## config.mk

```make
export PLATFORM = sky130hd
export DESIGN_NAME = dshot_command_controller_flat
export DESIGN_NICKNAME = d
export VERILOG_FILES = /design/src/rtl/dshot_command_controller_if.sv /design/src/rtl/dshot_command_controller.sv /design/src/flat_wrapper.sv
export SDC_FILE = /design/constraint.sdc
export NUM_CORES = 1
export LEC_CHECK = 0
export CORE_UTILIZATION = 59
export CTS_CLUSTER_SIZE = 28
export DETAILED_ROUTE_END_ITERATION = 12
export PLACE_DENSITY = 0.86
export SETUP_SLACK_MARGIN = 0.5
export SYNTH_ARGS = -nofsm -noshare
export SYNTH_HDL_FRONTEND = slang
export SYNTH_SLANG_ARGS = --single-unit
```

## constraint.sdc

```tcl
create_clock -name clk -period 6.07 [get_ports clk]
set_clock_uncertainty 0.05 [all_clocks]
set_input_delay 0.9105 -clock clk [delete_from_list [all_inputs] [get_ports clk]]
set_output_delay 0.9105 -clock clk [all_outputs]
set_load 0.05 [all_outputs]
```

## src/rtl/dshot_command_controller_if.sv

```systemverilog
// Decoded-frame inputs and drive-state outputs of the DShot command controller.
// The frame-decode side is the master; the controller is the slave.
interface dshot_command_controller_if;
   logic        frame_valid;
   logic [10:0] set_speed;
   logic [5:0]  special_command;
   logic        is_special_command;
   logic        crc_valid;
   logic        is_valid_speed;
   logic        telemetry_bit;

   logic [10:0] throttle_out;
   logic        armed;
   logic        failsafe;
   logic        motor_reverse;
   logic        command_strobe;
   logic [5:0]  command_out;
   logic        telemetry_req;
   logic [7:0]  crc_err_cnt;

   modport master (
      output frame_valid, set_speed, special_command, is_special_command,
             crc_valid, is_valid_speed, telemetry_bit,
      input  throttle_out, armed, failsafe, motor_reverse, command_strobe,
             command_out, telemetry_req, crc_err_cnt
   );

   modport slave (
      input  frame_valid, set_speed, special_command, is_special_command,
             crc_valid, is_valid_speed, telemetry_bit,
      output throttle_out, armed, failsafe, motor_reverse, command_strobe,
             command_out, telemetry_req, crc_err_cnt
   );
endinterface

```

## src/rtl/dshot_command_controller.sv

```systemverilog
// Turns decoded DShot frames into motor-drive state: arming, command repeat
// qualification, spin direction, signal-loss failsafe and CRC error count.
//
// state       | meaning
// ------------+-------------------------------------------------------------
// ST_DISARMED | throttle forced to 0; counting consecutive zero frames to arm
// ST_ARMED    | throttle follows speed frames; commands executed; timeout live
// ST_FAILSAFE | signal lost; throttle held 0 until a zero frame is accepted
module dshot_command_controller #(
   parameter int ARM_FRAMES     = 10,
   parameter int REPEAT_CNT     = 6,
   parameter int TIMEOUT_CYCLES = 12500000
) (
   input  logic                       clk,
   input  logic                       rst_n,
   dshot_command_controller_if.slave  bus
);

   localparam int AW = $clog2(ARM_FRAMES + 1);
   localparam int RW = $clog2(REPEAT_CNT + 1);
   localparam int TW = $clog2(TIMEOUT_CYCLES + 1);

   typedef enum logic [1:0] {
      ST_DISARMED = 2'd0,
      ST_ARMED    = 2'd1,
      ST_FAILSAFE = 2'd2
   } state_t;

   state_t      state_q,    state_d;
   logic [AW-1:0] arm_cnt_q, arm_cnt_d;
   logic [RW-1:0] rep_cnt_q, rep_cnt_d;
   logic [TW-1:0] to_cnt_q,  to_cnt_d;
   logic [5:0]  last_cmd_q, last_cmd_d;
   logic [10:0] throttle_q, throttle_d;
   logic        strobe_q,   strobe_d;
   logic [5:0]  cmd_out_q,  cmd_out_d;
   logic        tele_q,     tele_d;
   logic        reverse_q,  reverse_d;
   logic [7:0]  crc_err_q,  crc_err_d;

   logic          accept;
   logic          bad_crc;
   logic          zero_frame;
   logic          needs_rep;
   logic          same_cmd;
   logic          exec;
   logic [AW-1:0] arm_inc;
   logic [TW-1:0] to_inc;

   assign accept     = bus.frame_valid & bus.crc_valid;
   assign bad_crc    = bus.frame_valid & ~bus.crc_valid;
   assign zero_frame = (bus.set_speed == 11'd0);
   assign needs_rep  = (bus.special_command >= 6'd7) && (bus.special_command <= 6'd21);
   assign same_cmd   = (rep_cnt_q != '0) && (bus.special_command == last_cmd_q);
   assign arm_inc    = arm_cnt_q + 1'b1;
   assign to_inc     = to_cnt_q + 1'b1;

   always_ff @(posedge clk or negedge rst_n) begin
      if (!rst_n) begin
         state_q    <= ST_DISARMED;
         arm_cnt_q  <= '0;
         rep_cnt_q  <= '0;
         to_cnt_q   <= '0;
         last_cmd_q <= '0;
         throttle_q <= '0;
         strobe_q   <= 1'b0;
         cmd_out_q  <= '0;
         tele_q     <= 1'b0;
         reverse_q  <= 1'b0;
         crc_err_q  <= '0;
      end else begin
         state_q    <= state_d;
         arm_cnt_q  <= arm_cnt_d;
         rep_cnt_q  <= rep_cnt_d;
         to_cnt_q   <= to_cnt_d;
         last_cmd_q <= last_cmd_d;
         throttle_q <= throttle_d;
         strobe_q   <= strobe_d;
         cmd_out_q  <= cmd_out_d;
         tele_q     <= tele_d;
         reverse_q  <= reverse_d;
         crc_err_q  <= crc_err_d;
      end
   end

   always_comb begin
      state_d    = state_q;
      arm_cnt_d  = arm_cnt_q;
      rep_cnt_d  = rep_cnt_q;
      to_cnt_d   = to_cnt_q;
      last_cmd_d = last_cmd_q;
      throttle_d = throttle_q;
      strobe_d   = 1'b0;
      cmd_out_d  = cmd_out_q;
      tele_d     = 1'b0;
      reverse_d  = reverse_q;
      crc_err_d  = crc_err_q;
      exec       = 1'b0;

      if (bad_crc && (crc_err_q != 8'hFF)) begin
         crc_err_d = crc_err_q + 1'b1;
      end

      case (state_q)
         ST_DISARMED: begin
            throttle_d = '0;
            to_cnt_d   = '0;
            rep_cnt_d  = '0;
            if (accept) begin
               if (zero_frame) begin
                  if (arm_inc == AW'(ARM_FRAMES)) begin
                     state_d   = ST_ARMED;
                     arm_cnt_d = '0;
                  end else begin
                     arm_cnt_d = arm_inc;
                  end
               end else begin
                  arm_cnt_d = '0;
               end
            end
         end

         ST_ARMED: begin
            if (accept) begin
               // An accepted frame always beats a timeout landing on the same edge.
               to_cnt_d = '0;
               tele_d   = bus.telemetry_bit;
               if (bus.is_valid_speed) begin
                  throttle_d = bus.set_speed - 11'd48;
               end else begin
                  throttle_d = '0;
               end
               if (bus.is_special_command) begin
                  if (!same_cmd) begin
                     rep_cnt_d  = RW'(1);
                     last_cmd_d = bus.special_command;
                     exec       = !needs_rep || (REPEAT_CNT == 1);
                  end else if (rep_cnt_q != RW'(REPEAT_CNT)) begin
                     // Saturating at REPEAT_CNT keeps a long run from re-strobing.
                     rep_cnt_d = rep_cnt_q + 1'b1;
                     exec      = needs_rep && (rep_cnt_d == RW'(REPEAT_CNT));
                  end
               end else begin
                  rep_cnt_d = '0;
               end
            end else if (to_inc == TW'(TIMEOUT_CYCLES)) begin
               state_d    = ST_FAILSAFE;
               throttle_d = '0;
               to_cnt_d   = '0;
               rep_cnt_d  = '0;
            end else begin
               to_cnt_d = to_inc;
            end
         end

         ST_FAILSAFE: begin
            throttle_d = '0;
            to_cnt_d   = '0;
            rep_cnt_d  = '0;
            if (accept && zero_frame) begin
               state_d   = ST_DISARMED;
               arm_cnt_d = AW'(1);
            end
         end

         default: begin
            state_d    = ST_DISARMED;
            throttle_d = '0;
            arm_cnt_d  = '0;
            to_cnt_d   = '0;
            rep_cnt_d  = '0;
         end
      endcase

      if (exec) begin
         strobe_d  = 1'b1;
         cmd_out_d = bus.special_command;
         if (bus.special_command == 6'd20) reverse_d = 1'b0;
         if (bus.special_command == 6'd21) reverse_d = 1'b1;
      end
   end

   assign bus.throttle_out   = throttle_q;
   assign bus.armed          = (state_q == ST_ARMED);
   assign bus.failsafe       = (state_q == ST_FAILSAFE);
   assign bus.motor_reverse  = reverse_q;
   assign bus.command_strobe = strobe_q;
   assign bus.command_out    = cmd_out_q;
   assign bus.telemetry_req  = tele_q;
   assign bus.crc_err_cnt    = crc_err_q;

endmodule
```

## src/flat_wrapper.sv

```systemverilog
// flat-port wrapper written by rule: the top's interface ports become plain ports
module dshot_command_controller_flat 
#(
   parameter int ARM_FRAMES     = 10,
   parameter int REPEAT_CNT     = 6,
   parameter int TIMEOUT_CYCLES = 12500000
)
  (clk, rst_n, bus_frame_valid, bus_set_speed, bus_special_command, bus_is_special_command, bus_crc_valid, bus_is_valid_speed, bus_telemetry_bit, bus_throttle_out, bus_armed, bus_failsafe, bus_motor_reverse, bus_command_strobe, bus_command_out, bus_telemetry_req, bus_crc_err_cnt);
  dshot_command_controller_if bus_i ();
  input  logic clk;
  input  logic rst_n;
  input wire logic [$bits(bus_i.frame_valid)-1:0] bus_frame_valid;
  input wire logic [$bits(bus_i.set_speed)-1:0] bus_set_speed;
  input wire logic [$bits(bus_i.special_command)-1:0] bus_special_command;
  input wire logic [$bits(bus_i.is_special_command)-1:0] bus_is_special_command;
  input wire logic [$bits(bus_i.crc_valid)-1:0] bus_crc_valid;
  input wire logic [$bits(bus_i.is_valid_speed)-1:0] bus_is_valid_speed;
  input wire logic [$bits(bus_i.telemetry_bit)-1:0] bus_telemetry_bit;
  output wire logic [$bits(bus_i.throttle_out)-1:0] bus_throttle_out;
  output wire logic [$bits(bus_i.armed)-1:0] bus_armed;
  output wire logic [$bits(bus_i.failsafe)-1:0] bus_failsafe;
  output wire logic [$bits(bus_i.motor_reverse)-1:0] bus_motor_reverse;
  output wire logic [$bits(bus_i.command_strobe)-1:0] bus_command_strobe;
  output wire logic [$bits(bus_i.command_out)-1:0] bus_command_out;
  output wire logic [$bits(bus_i.telemetry_req)-1:0] bus_telemetry_req;
  output wire logic [$bits(bus_i.crc_err_cnt)-1:0] bus_crc_err_cnt;
  assign bus_i.frame_valid = bus_frame_valid;
  assign bus_i.set_speed = bus_set_speed;
  assign bus_i.special_command = bus_special_command;
  assign bus_i.is_special_command = bus_is_special_command;
  assign bus_i.crc_valid = bus_crc_valid;
  assign bus_i.is_valid_speed = bus_is_valid_speed;
  assign bus_i.telemetry_bit = bus_telemetry_bit;
  assign bus_throttle_out = bus_i.throttle_out;
  assign bus_armed = bus_i.armed;
  assign bus_failsafe = bus_i.failsafe;
  assign bus_motor_reverse = bus_i.motor_reverse;
  assign bus_command_strobe = bus_i.command_strobe;
  assign bus_command_out = bus_i.command_out;
  assign bus_telemetry_req = bus_i.telemetry_req;
  assign bus_crc_err_cnt = bus_i.crc_err_cnt;
  dshot_command_controller #(.ARM_FRAMES(ARM_FRAMES), .REPEAT_CNT(REPEAT_CNT), .TIMEOUT_CYCLES(TIMEOUT_CYCLES)) u_core (.clk(clk), .rst_n(rst_n), .bus(bus_i));
endmodule
```

==> results of run 1 <==
## worst max-delay path by stage
stage | end | slack (ns) | cells past startpoint
CTS | u_core.bus.motor_reverse | 2.59 | 8
detailed placement | u_core.bus.motor_reverse | 2.31 | 8
global route | u_core.bus.motor_reverse | 2.27 | 8
finish | u_core.bus.motor_reverse | 2.58 | 8
global placement | u_core.bus.motor_reverse | 2.41 | 8
floorplan | u_core.bus.motor_reverse | 3.11 | 7
## stage by stage
step | cell area, um2 | hold WS, ns
2_1_floorplan | 3680 | 0.4499
3_3_place_gp | 4250 | 0.4403
3_5_place_dp | 4250 | 0.4530
4_1_cts | 4412 | 0.4737
5_1_grt | 4412 | 0.4885
6_report | 4412 | 0.4733
## cell usage after synthesis, drive strengths merged (5+ instances only)
library cell,number
nor2,35
nand2,27
nor3,5
clkbuf,5
a21oi,12
mux2,15
nor2b,10
xnor2,23
o21ai,11
and4,6
nand3,18
ha,10
o22ai,9
nor4,10
nand4,13
buf,7
nor3b,5
and3,5
xor2,16
dfrtp,67
inv,21
## cells by family after synthesis
| family | after synthesis | share of synthesized area (%) |
|---|---|---|
| multiplexers | 15 | 4.590 |
| buffers and inverters | 33 | 3.673 |
| XOR/XNOR | 39 | 9.282 |
| AO/OA/AOI/OAI | 61 | 11.39 |
| flip-flops | 67 | 45.56 |
| AND/OR/NAND/NOR | 146 | 22.10 |
| adder cells (fa/ha/maj) | 10 | 3.400 |
## metal layers
metal  GRT usage [%]  part of all wire (%)
met1           34.34                    45
met2           41.01                    49
met3           5.281                   4.0
met4           11.25                   1.4
met5               0                     0
## layout make-up
type                    instances  area share, %
multi-input cells             271          42.34
clock buffers                  11          2.978
clock inverters                 5         0.6807
flip-flops and latches         67          38.00
inverters                      21          1.787
repair buffers                 54          12.08
well taps                      75          2.127
## critical path: stages
cell,delay (ns)
clkdlybuf4s50_1,0.50
xor2_1,0.18
a2111oi_0,0.44
nand4_1,0.28
or4_1,0.54
a21oi_2,0.38
nand3_1,0.14
mux2_2,0.30
## flip-flops by register name (all words and copies together) (netlist names)
register                   flops
u_core.bus.throttle_out       11
u_core.bus.command_out         6
u_core.bus.command_strobe      1
u_core.last_cmd_q              6
u_core.bus.crc_err_cnt         8
u_core.to_cnt_q               24
u_core.arm_cnt_q               4
u_core.bus.telemetry_req       1
u_core.rep_cnt_q               3
u_core.state_q                 2
u_core.bus.motor_reverse       1
## power by group through the flow
stage          clock (mW)  sequential, mW  combinational [mW]
3_5_place_dp            0           0.495               0.162
5_1_grt             0.342           0.490               0.170
2_1_floorplan           0           0.552              0.0324
6_report            0.317           0.487               0.162
3_3_place_gp            0           0.495               0.161
4_1_cts             0.324           0.487               0.163
==> reports/qor.yml, run 1 <==
outcome: "finished, final reports clean"
dp_hpwl_um: 5209
synth_ff_type: "dfrtp_1"
core_um2: 5956
ff2ff_path_depth: 8
chipWidth_um: 80.98
multi_input_area_um2: 1868
dpl.cell_count: 488
drt_iter0_markers: 173
drc: 0
vias: 2935
fillers: 443
cts_sinks: 67
rows: 28
p_per_area_nw_per_um2: 218.8
r2r_setup_slack_ns: 2.76
gr-usage-all-layers_pct: 25.84
grt_max_degree: 68
required_ns: 6.25
setup_slack_ns: 2.583
ys_seq_area_share_pct: 45.56
finalHoldViolations: 0
h-tree-depth: 3
synth_nets: 405
synth_edf_count: 0
p_int_mw: 0.6713
ctsResizeCount: 0
dpl_worst_slack_ns: 2.307
wl_per_cell_um: 15.02
first_pass_iters: 4
combPwrFrac_pct: 16.7
finalNonFillerCells: 504
max_freq_mhz: 286.8
synth.area.top_cells: "dfrtp_1 (46%), xnor2_1 (5.5%), mux2_2 (4.6%)"
pin_count: 54
clkPwrFrac_pct: 32.8
initial_core_util_pct: 61.79
p_leak_nw: 1.900
gp_congestion: 0.8489
post-cts-setup-buffers: 0
endpoint_kind: "flop"
wirelength_um: 7569
setup_viol: 0
cp-startpoint: "bus_special_command[3]"
layout_commonest_cell: "dfrtp_1"
hold_start: "u_core.bus.crc_err_cnt[7]"
netlist_area_um2: 3680
syn_inst: 371
holdPathEnd: "u_core.bus.crc_err_cnt[7]"
maxCapViolCount: 0
io_buffers: 53
tightest_slew_ns: 0.8271
finalPower_mw: 0.9654
worst_r2r_endpoint: "u_core.to_cnt_q[20]"
clkLatencyLatePin_ns: 0.34
antenna_cells: 0
area_delta_synth_final_pct: 19.89
grt-ovfl-total: 0
cts_buffer_depth: 2
timing.final.crit_share_pct: 57.45
clk_pin_slew_ns: 0.07
netSwitchingPower_mw: 0.2941
fin_nets: 458
period_minus_slack_ns: 3.487
synth-async-reset-ratio_pct: 100.0
final_core_util_pct: 74.08
swShare_pct: 30.47
finalMaxSlewViolations: 0
yosysUniqueCellTypes: 48
r2r_start: "u_core.to_cnt_q[0]"
hp-class: "reg2reg"
synth_area_leader_cell: "dfrtp_1"
path_class: "in2reg"
peakVddDrop_v: 0.0003138
seq_power_share_pct: 50.4
synth_top_area_share_pct: 45.56
cts_tree: "yes"
yosysWarnings: 0
worstSetupStartpointType: "primary input"
synth.avg_cell_area_um2: 9.919
cts_buffers: 9
layout_common_cells: "dfrtp_1 (67), clkdlybuf4s50_1 (52), nor2_1 (35)"
dieArea_um2: 6557
grt_pass1_wl_um: 12970
die_y_um: 80.98
final-seq-area_um2: 1677
synth-seq-cells: 67
antenna_found_initial: 0
root_buffer: "clkbuf_8"
avgViaCountPerCell: 5.823
path_max_fanout: 8
max-slew-margin-rel_pct: 44.86
rsz0062_at_grt: "no"
antenna_left: 0
hold_buffers: 0
whs_path_depth: 1
fin_tns_setup_ns: 0
arrival_ns: 3.67
drive_gt1_share_pct: 9.324
grt_pass1_vias: 2876
No activity file was read; power rests on OpenSTA's default activity.
==> run 2: changes to the inputs <==
--- a/config.mk
+++ b/config.mk
@@ -5,10 +5,10 @@
 export SDC_FILE = /design/constraint.sdc
 export NUM_CORES = 1
 export LEC_CHECK = 0
-export CORE_UTILIZATION = 59
+export CORE_UTILIZATION = 49
 export CTS_CLUSTER_SIZE = 28
 export DETAILED_ROUTE_END_ITERATION = 12
-export PLACE_DENSITY = 0.86
+export PLACE_DENSITY = 0.76
 export SETUP_SLACK_MARGIN = 0.5
 export SYNTH_ARGS = -nofsm -noshare
 export SYNTH_HDL_FRONTEND = slang
==> constraint.sdc (replaced) <==
create_clock -name clk -period 3 [get_ports clk]
set_clock_uncertainty 0.05 [all_clocks]
set_input_delay 0.45 -clock clk [delete_from_list [all_inputs] [get_ports clk]]
set_output_delay 0.45 -clock clk [all_outputs]
set_load 0.05 [all_outputs]
==> run 2 against run 1 <==
  * Final cell count up 12%
  * Sequential share of layout area fell by 4.6 points
  * Total power rose by 120%
  * Routed wire length is 13% higher
  * Worst setup slack worse by 2.2 ns
==> reports/qor.yml, run 2 (synthesis results as in run 1) <==
antenna_left: 0  # unchanged
core_um2: 7253  # +22%
io_buffers: 53  # unchanged
rows: 31  # +11%
cp-startpoint: "u_core.to_cnt_q[0]"
fillers: 546  # +23%
cts_buffers: 9  # unchanged
finalMaxSlewViolations: 0  # unchanged
rsz0062_at_grt: "yes"
vias: 3141  # +7.0%
worstSetupStartpointType: "flop"
regMostFlops: "u_core.to_cnt_q"
maxCapViolCount: 0  # unchanged
finalHoldViolations: 0  # unchanged
tightest_slew_ns: 0.7082  # -0.1190 ns
layout_common_cells: "dfrtp_1 (55), clkdlybuf4s50_1 (49), buf_4 (32)"
required_ns: 3.19  # -3.06 ns
timing.final.crit_share_pct: 88.50
grt-ovfl-total: 0  # unchanged
chipWidth_um: 88.66  # +9.5%
fin_tns_setup_ns: 0  # unchanged
p_per_area_nw_per_um2: 413.8  # +89%
drt_iter0_markers: 83  # -52%
dp_hpwl_um: 5733  # +10%
max_freq_mhz: 376.6
finalPower_mw: 2.093  # +120%
r2r_start: "u_core.to_cnt_q[0]"
avgViaCountPerCell: 5.549  # -4.7%
area_delta_synth_final_pct: 37.47
gp_congestion: 0.8320  # -2.0%
setup_viol: 0  # unchanged
arrival_ns: 2.84  # -0.83 ns
fin_nets: 496  # +8.3%
first_pass_iters: 4  # unchanged
drc: 0  # unchanged
die_y_um: 88.66  # +9.5%
cts_tree: "yes"
cts_sinks: 67  # unchanged
worst_r2r_endpoint: "u_core.to_cnt_q[3]"
setup_slack_ns: 0.3449  # -2.238 ns
cts_buffer_depth: 2  # unchanged
dpl.cell_count: 521  # +6.8%
holdWs_ns: 0.09740  # -0.3759 ns
drive_gt1_share_pct: 24.20  # +15 points
dpl_worst_slack_ns: 0.01049  # -2.297 ns
layout_commonest_cell: "dfrtp_1"
peakVddDrop_v: 0.0002814  # -10%
antenna_found_initial: 0  # unchanged
design_area_um2: 5059  # +15%
p_leak_nw: 2.251  # +18%
hp-class: "in2async"
path_class: "reg2reg"
clkLatencyLatePin_ns: 0.34  # about the same
root_buffer: "clkbuf_8"
largest_reg_flops: 24  # unchanged
dieArea_um2: 7861  # +20%
finalNonFillerCells: 566  # +12%
antenna_cells: 0  # unchanged
grt_pass1_wl_um: 14030  # +8.2%
gr-usage-all-layers_pct: 23.48  # -2.4 points
h-tree-depth: 3  # unchanged
endpoint_kind: "flop"
grt_pass1_vias: 3029  # +5.3%
wirelength_um: 8545  # +13%
r2r_setup_slack_ns: 0.34  # -2.42 ns
ff2ff_path_depth: 10  # +2
outcome: "finished, final reports clean"
max-slew-margin-rel_pct: 52.79  # +7.9 points
place_area_um2: 4410  # +3.8%
clk_pin_slew_ns: 0.07  # about the same
initial_core_util_pct: 50.73  # -11 points
final_core_util_pct: 69.74  # -4.3 points
grt_max_degree: 32  # -53%
path_max_fanout: 8  # unchanged
wl_per_cell_um: 15.10  # +0.53%
pin_count: 54  # unchanged
period_minus_slack_ns: 2.655
==> run 2: area by class of cell <==
type | count | area, um2 | share of cell area (%)
tap | 99 | 123.9 | 2.449
clock inverter | 4 | 48.80 | 0.9646
clock buffer | 12 | 155.1 | 3.067
multi-input combinational | 271 | 2068 | 40.89
inverter | 21 | 78.83 | 1.558
sequential | 67 | 1692 | 33.44
timing repair buffer | 92 | 892.1 | 17.64
==> run 2: where the power goes <==
group          switching, mW  leakage (nW)  internal, mW
sequential            0.0468         0.908         0.938
combinational          0.210          1.24         0.128
clock                  0.342         0.106         0.428
==> run 2: how the worst max path moves through the flow <==
| stage | to | slack (ns) |
|---|---|---|
| 2_1_floorplan | u_core.to_cnt_q[10] | 0.48 |
| 5_1_grt | u_core.to_cnt_q[19] | 0.24 |
| 3_3_place_gp | u_core.bus.motor_reverse | 0.06 |
| 3_5_place_dp | u_core.bus.motor_reverse | 0.01 |
| 6_report | u_core.to_cnt_q[3] | 0.34 |
| 4_1_cts | u_core.to_cnt_q[4] | 0.40 |
==> run 2: critical path, stage by stage (launching register included) <==
cell,delay [ns]
dfrtp_2,0.40
buf_6,0.12
nand4_4,0.19
nor4_4,0.30
xor2_1,0.21
o2111ai_1,0.15
or4_4,0.56
o21ai_4,0.21
buf_12,0.15
clkbuf_16,0.14
nor2_1,0.05
==> run 2: metal layers <==
layer | share of wire (%) | wire (um) | vias up | GRT usage, %
met5 | 0 | 0 | - | 0
li1 | - | - | 1505 | -
met2 | 50 | 4231 | 62 | 39.16
met1 | 45 | 3873 | 1558 | 29.69
met4 | 1.9 | 165 | 0 | 10.12
met3 | 3.2 | 274 | 16 | 4.757
==> run 2: timing repair <==
item	in CTS	in global routing
setup endpoints to repair	45	47
cloned	1	1
hold buffers	0	0
pin swaps	16	10
buffers inserted	23	4
resized for setup	32	15
==> run 3: changes to the inputs <==
--- a/config.mk
+++ b/config.mk
@@ -5,10 +5,10 @@
 export SDC_FILE = /design/constraint.sdc
 export NUM_CORES = 1
 export LEC_CHECK = 0
-export CORE_UTILIZATION = 49
+export CORE_UTILIZATION = 48
 export CTS_CLUSTER_SIZE = 28
 export DETAILED_ROUTE_END_ITERATION = 12
-export PLACE_DENSITY = 0.76
+export PLACE_DENSITY = 0.72
 export SETUP_SLACK_MARGIN = 0.5
 export SYNTH_ARGS = -nofsm -noshare
 export SYNTH_HDL_FRONTEND = slang
==> constraint.sdc (replaced) <==
create_clock -name clk -period 3.4 [get_ports clk]
set_clock_uncertainty 0.05 [all_clocks]
set_input_delay 0.51 -clock clk [delete_from_list [all_inputs] [get_ports clk]]
set_output_delay 0.51 -clock clk [all_outputs]
set_load 0.05 [all_outputs]
==> run 3 against run 2 <==
  * Combinational power is 13% lower
  * Worst setup slack better by 0.25 ns
  * Count of clock-buffer cells in the layout is 1 lower
  * Die area increased by 2.0%
  * First-iteration DRC count increased by 6.0%
  * Utilization down 6.5 points
  * Sequential power fell by 12%
  * Design area decreased by 8.4%
==> reports/qor.yml, run 3 (synthesis results as in run 1) <==
outcome: "finished, final reports clean"
io_buffers: 53  # unchanged
rsz0062_at_grt: "no"
required_ns: 3.58  # +0.39 ns
ff2ff_path_depth: 8  # -2
grt_pass1_wl_um: 12850  # -8.4%
hp-class: "in2async"
wl_per_cell_um: 14.68  # -2.8%
dieArea_um2: 8020  # +2.0%
rows: 31  # unchanged
regMostFlops: "u_core.to_cnt_q"
setup_viol: 0  # unchanged
avgViaCountPerCell: 5.517  # -0.59%
core_um2: 7331  # +1.1%
first_pass_iters: 4  # unchanged
dp_hpwl_um: 5558  # -3.1%
cts_sinks: 67  # unchanged
drt_iter0_markers: 88  # +6.0%
clkLatencyLatePin_ns: 0.34  # about the same
finalHoldViolations: 0  # unchanged
fin_tns_setup_ns: 0  # unchanged
hold_buffers: 0  # unchanged
drive_gt1_share_pct: 14.42  # -9.8 points
vias: 2957  # -5.9%
holdWs_ns: 0.1322  # +0.03478 ns
grt-ovfl-total: 0  # unchanged
peakVddDrop_v: 0.0002547  # -9.5%
cts_buffer_depth: 2  # unchanged
largest_reg_flops: 24  # unchanged
cts_tree: "yes"
h-tree-depth: 3  # unchanged
gp_congestion: 0.7928  # -4.7%
grt_max_degree: 37  # +16%
cts_buffers: 9  # unchanged
area_delta_synth_final_pct: 25.94
initial_core_util_pct: 50.20  # -0.54 points
path_class: "in2reg"
antenna_left: 0  # unchanged
grt_pass1_vias: 2741  # -9.5%
antenna_found_initial: 0  # unchanged
max-slew-margin-rel_pct: 65.42  # +13 points
p_leak_nw: 1.994  # -11%
die_y_um: 89.56  # +1.0%
maxCapViolCount: 0  # unchanged
pin_count: 54  # unchanged
timing.final.crit_share_pct: 82.63
p_per_area_nw_per_um2: 374.3  # -9.5%
root_buffer: "clkbuf_8"
fin_nets: 467  # -5.8%
chipWidth_um: 89.56  # +1.0%
max_freq_mhz: 355.9
layout_commonest_cell: "dfrtp_1"
tightest_slew_ns: 0.5056  # -0.2026 ns
period_minus_slack_ns: 2.810
arrival_ns: 2.98  # +0.14 ns
path_max_fanout: 8  # unchanged
worstSetupStartpointType: "primary input"
wirelength_um: 7866  # -7.9%
final_core_util_pct: 63.22  # -6.5 points
drc: 0  # unchanged
endpoint_kind: "flop"
layout_common_cells: "dfrtp_1 (60), clkdlybuf4s50_1 (52), nor2_1 (35)"
finalMaxSlewViolations: 0  # unchanged
clk_pin_slew_ns: 0.07  # about the same
gr-usage-all-layers_pct: 21.24  # -2.2 points
antenna_cells: 0  # unchanged
## run 3: per-stage QoR
stage / std cells / area (um2) / setup WS (ns) / total power [mW]
floorplan: 371 / 3680 / 0.5775 / 1.044
global placement: 517 / 4330 / 0.2455 / 1.172
detailed placement: 517 / 4330 / 0.1401 / 1.180
CTS: 532 / 4516 / 0.5060 / 1.753
global route: 536 / 4634 / 0.4785 / 1.811
finish: 536 / 4634 / 0.5905 / 1.735
## run 3: layout make-up
| class | instances | area (um2) |
|---|---|---|
| clock buffer | 11 | 141.4 |
| clock inverter | 4 | 27.53 |
| fill | 593 | 2696 |
| inverter | 21 | 78.83 |
| multi-input combinational | 271 | 1947 |
| sequential | 67 | 1685 |
| tap | 99 | 123.9 |
| timing repair buffer | 63 | 630.6 |
## run 3: report_power, final
group	internal, mW	leakage, nW	total (mW)	switching (mW)
Sequential	0.828	0.916	0.869	0.0407
Clock	0.279	0.0774	0.573	0.294
Combinational	0.111	1.00	0.293	0.182
Total	1.22	1.99	1.73	0.516
## run 3: what timing repair did
item | 4_1_cts | 5_1_grt
cloned | 0 | 1
endpoints found under the hold margin | 0 | 0
setup endpoints to repair | 18 | 43
pin swaps | 1 | 6
gates resized for setup | 3 | 18
setup buffers | 0 | 3
## run 3: final timing paths
| path | from | slack [ns] | end |
|---|---|---|---|
| max | bus_special_command[3] | 0.59 | u_core.bus.motor_reverse |
| min | rst_n | 0.13 | u_core.arm_cnt_q[1] |
| max reg2reg | u_core.to_cnt_q[4] | 0.62 | u_core.to_cnt_q[20] |
| min reg2reg | u_core.bus.crc_err_cnt[7] | 0.45 | u_core.bus.crc_err_cnt[7] |
| max in group asynchronous | rst_n | 2.78 | u_core.to_cnt_q[2] |
| min in group clk | u_core.bus.crc_err_cnt[7] | 0.45 | u_core.bus.crc_err_cnt[7] |
## run 3: per-layer routing
metal  vias up  wire length (um)  global-route usage [%]
met5         -                 0                       0
met4         0               140                   8.658
met3        15               258                   3.878
met2        61              3761                   34.64
met1      1441              3705                   27.95
li1       1440                 -                       -
## run 3: critical path, cell delays in order
cell	delay (ns)
clkdlybuf4s50_1	0.50
xor2_1	0.19
a2111oi_2	0.34
nand4_1	0.17
or4_1	0.55
a21oi_4	0.32
nand3_1	0.13
mux2_2	0.28
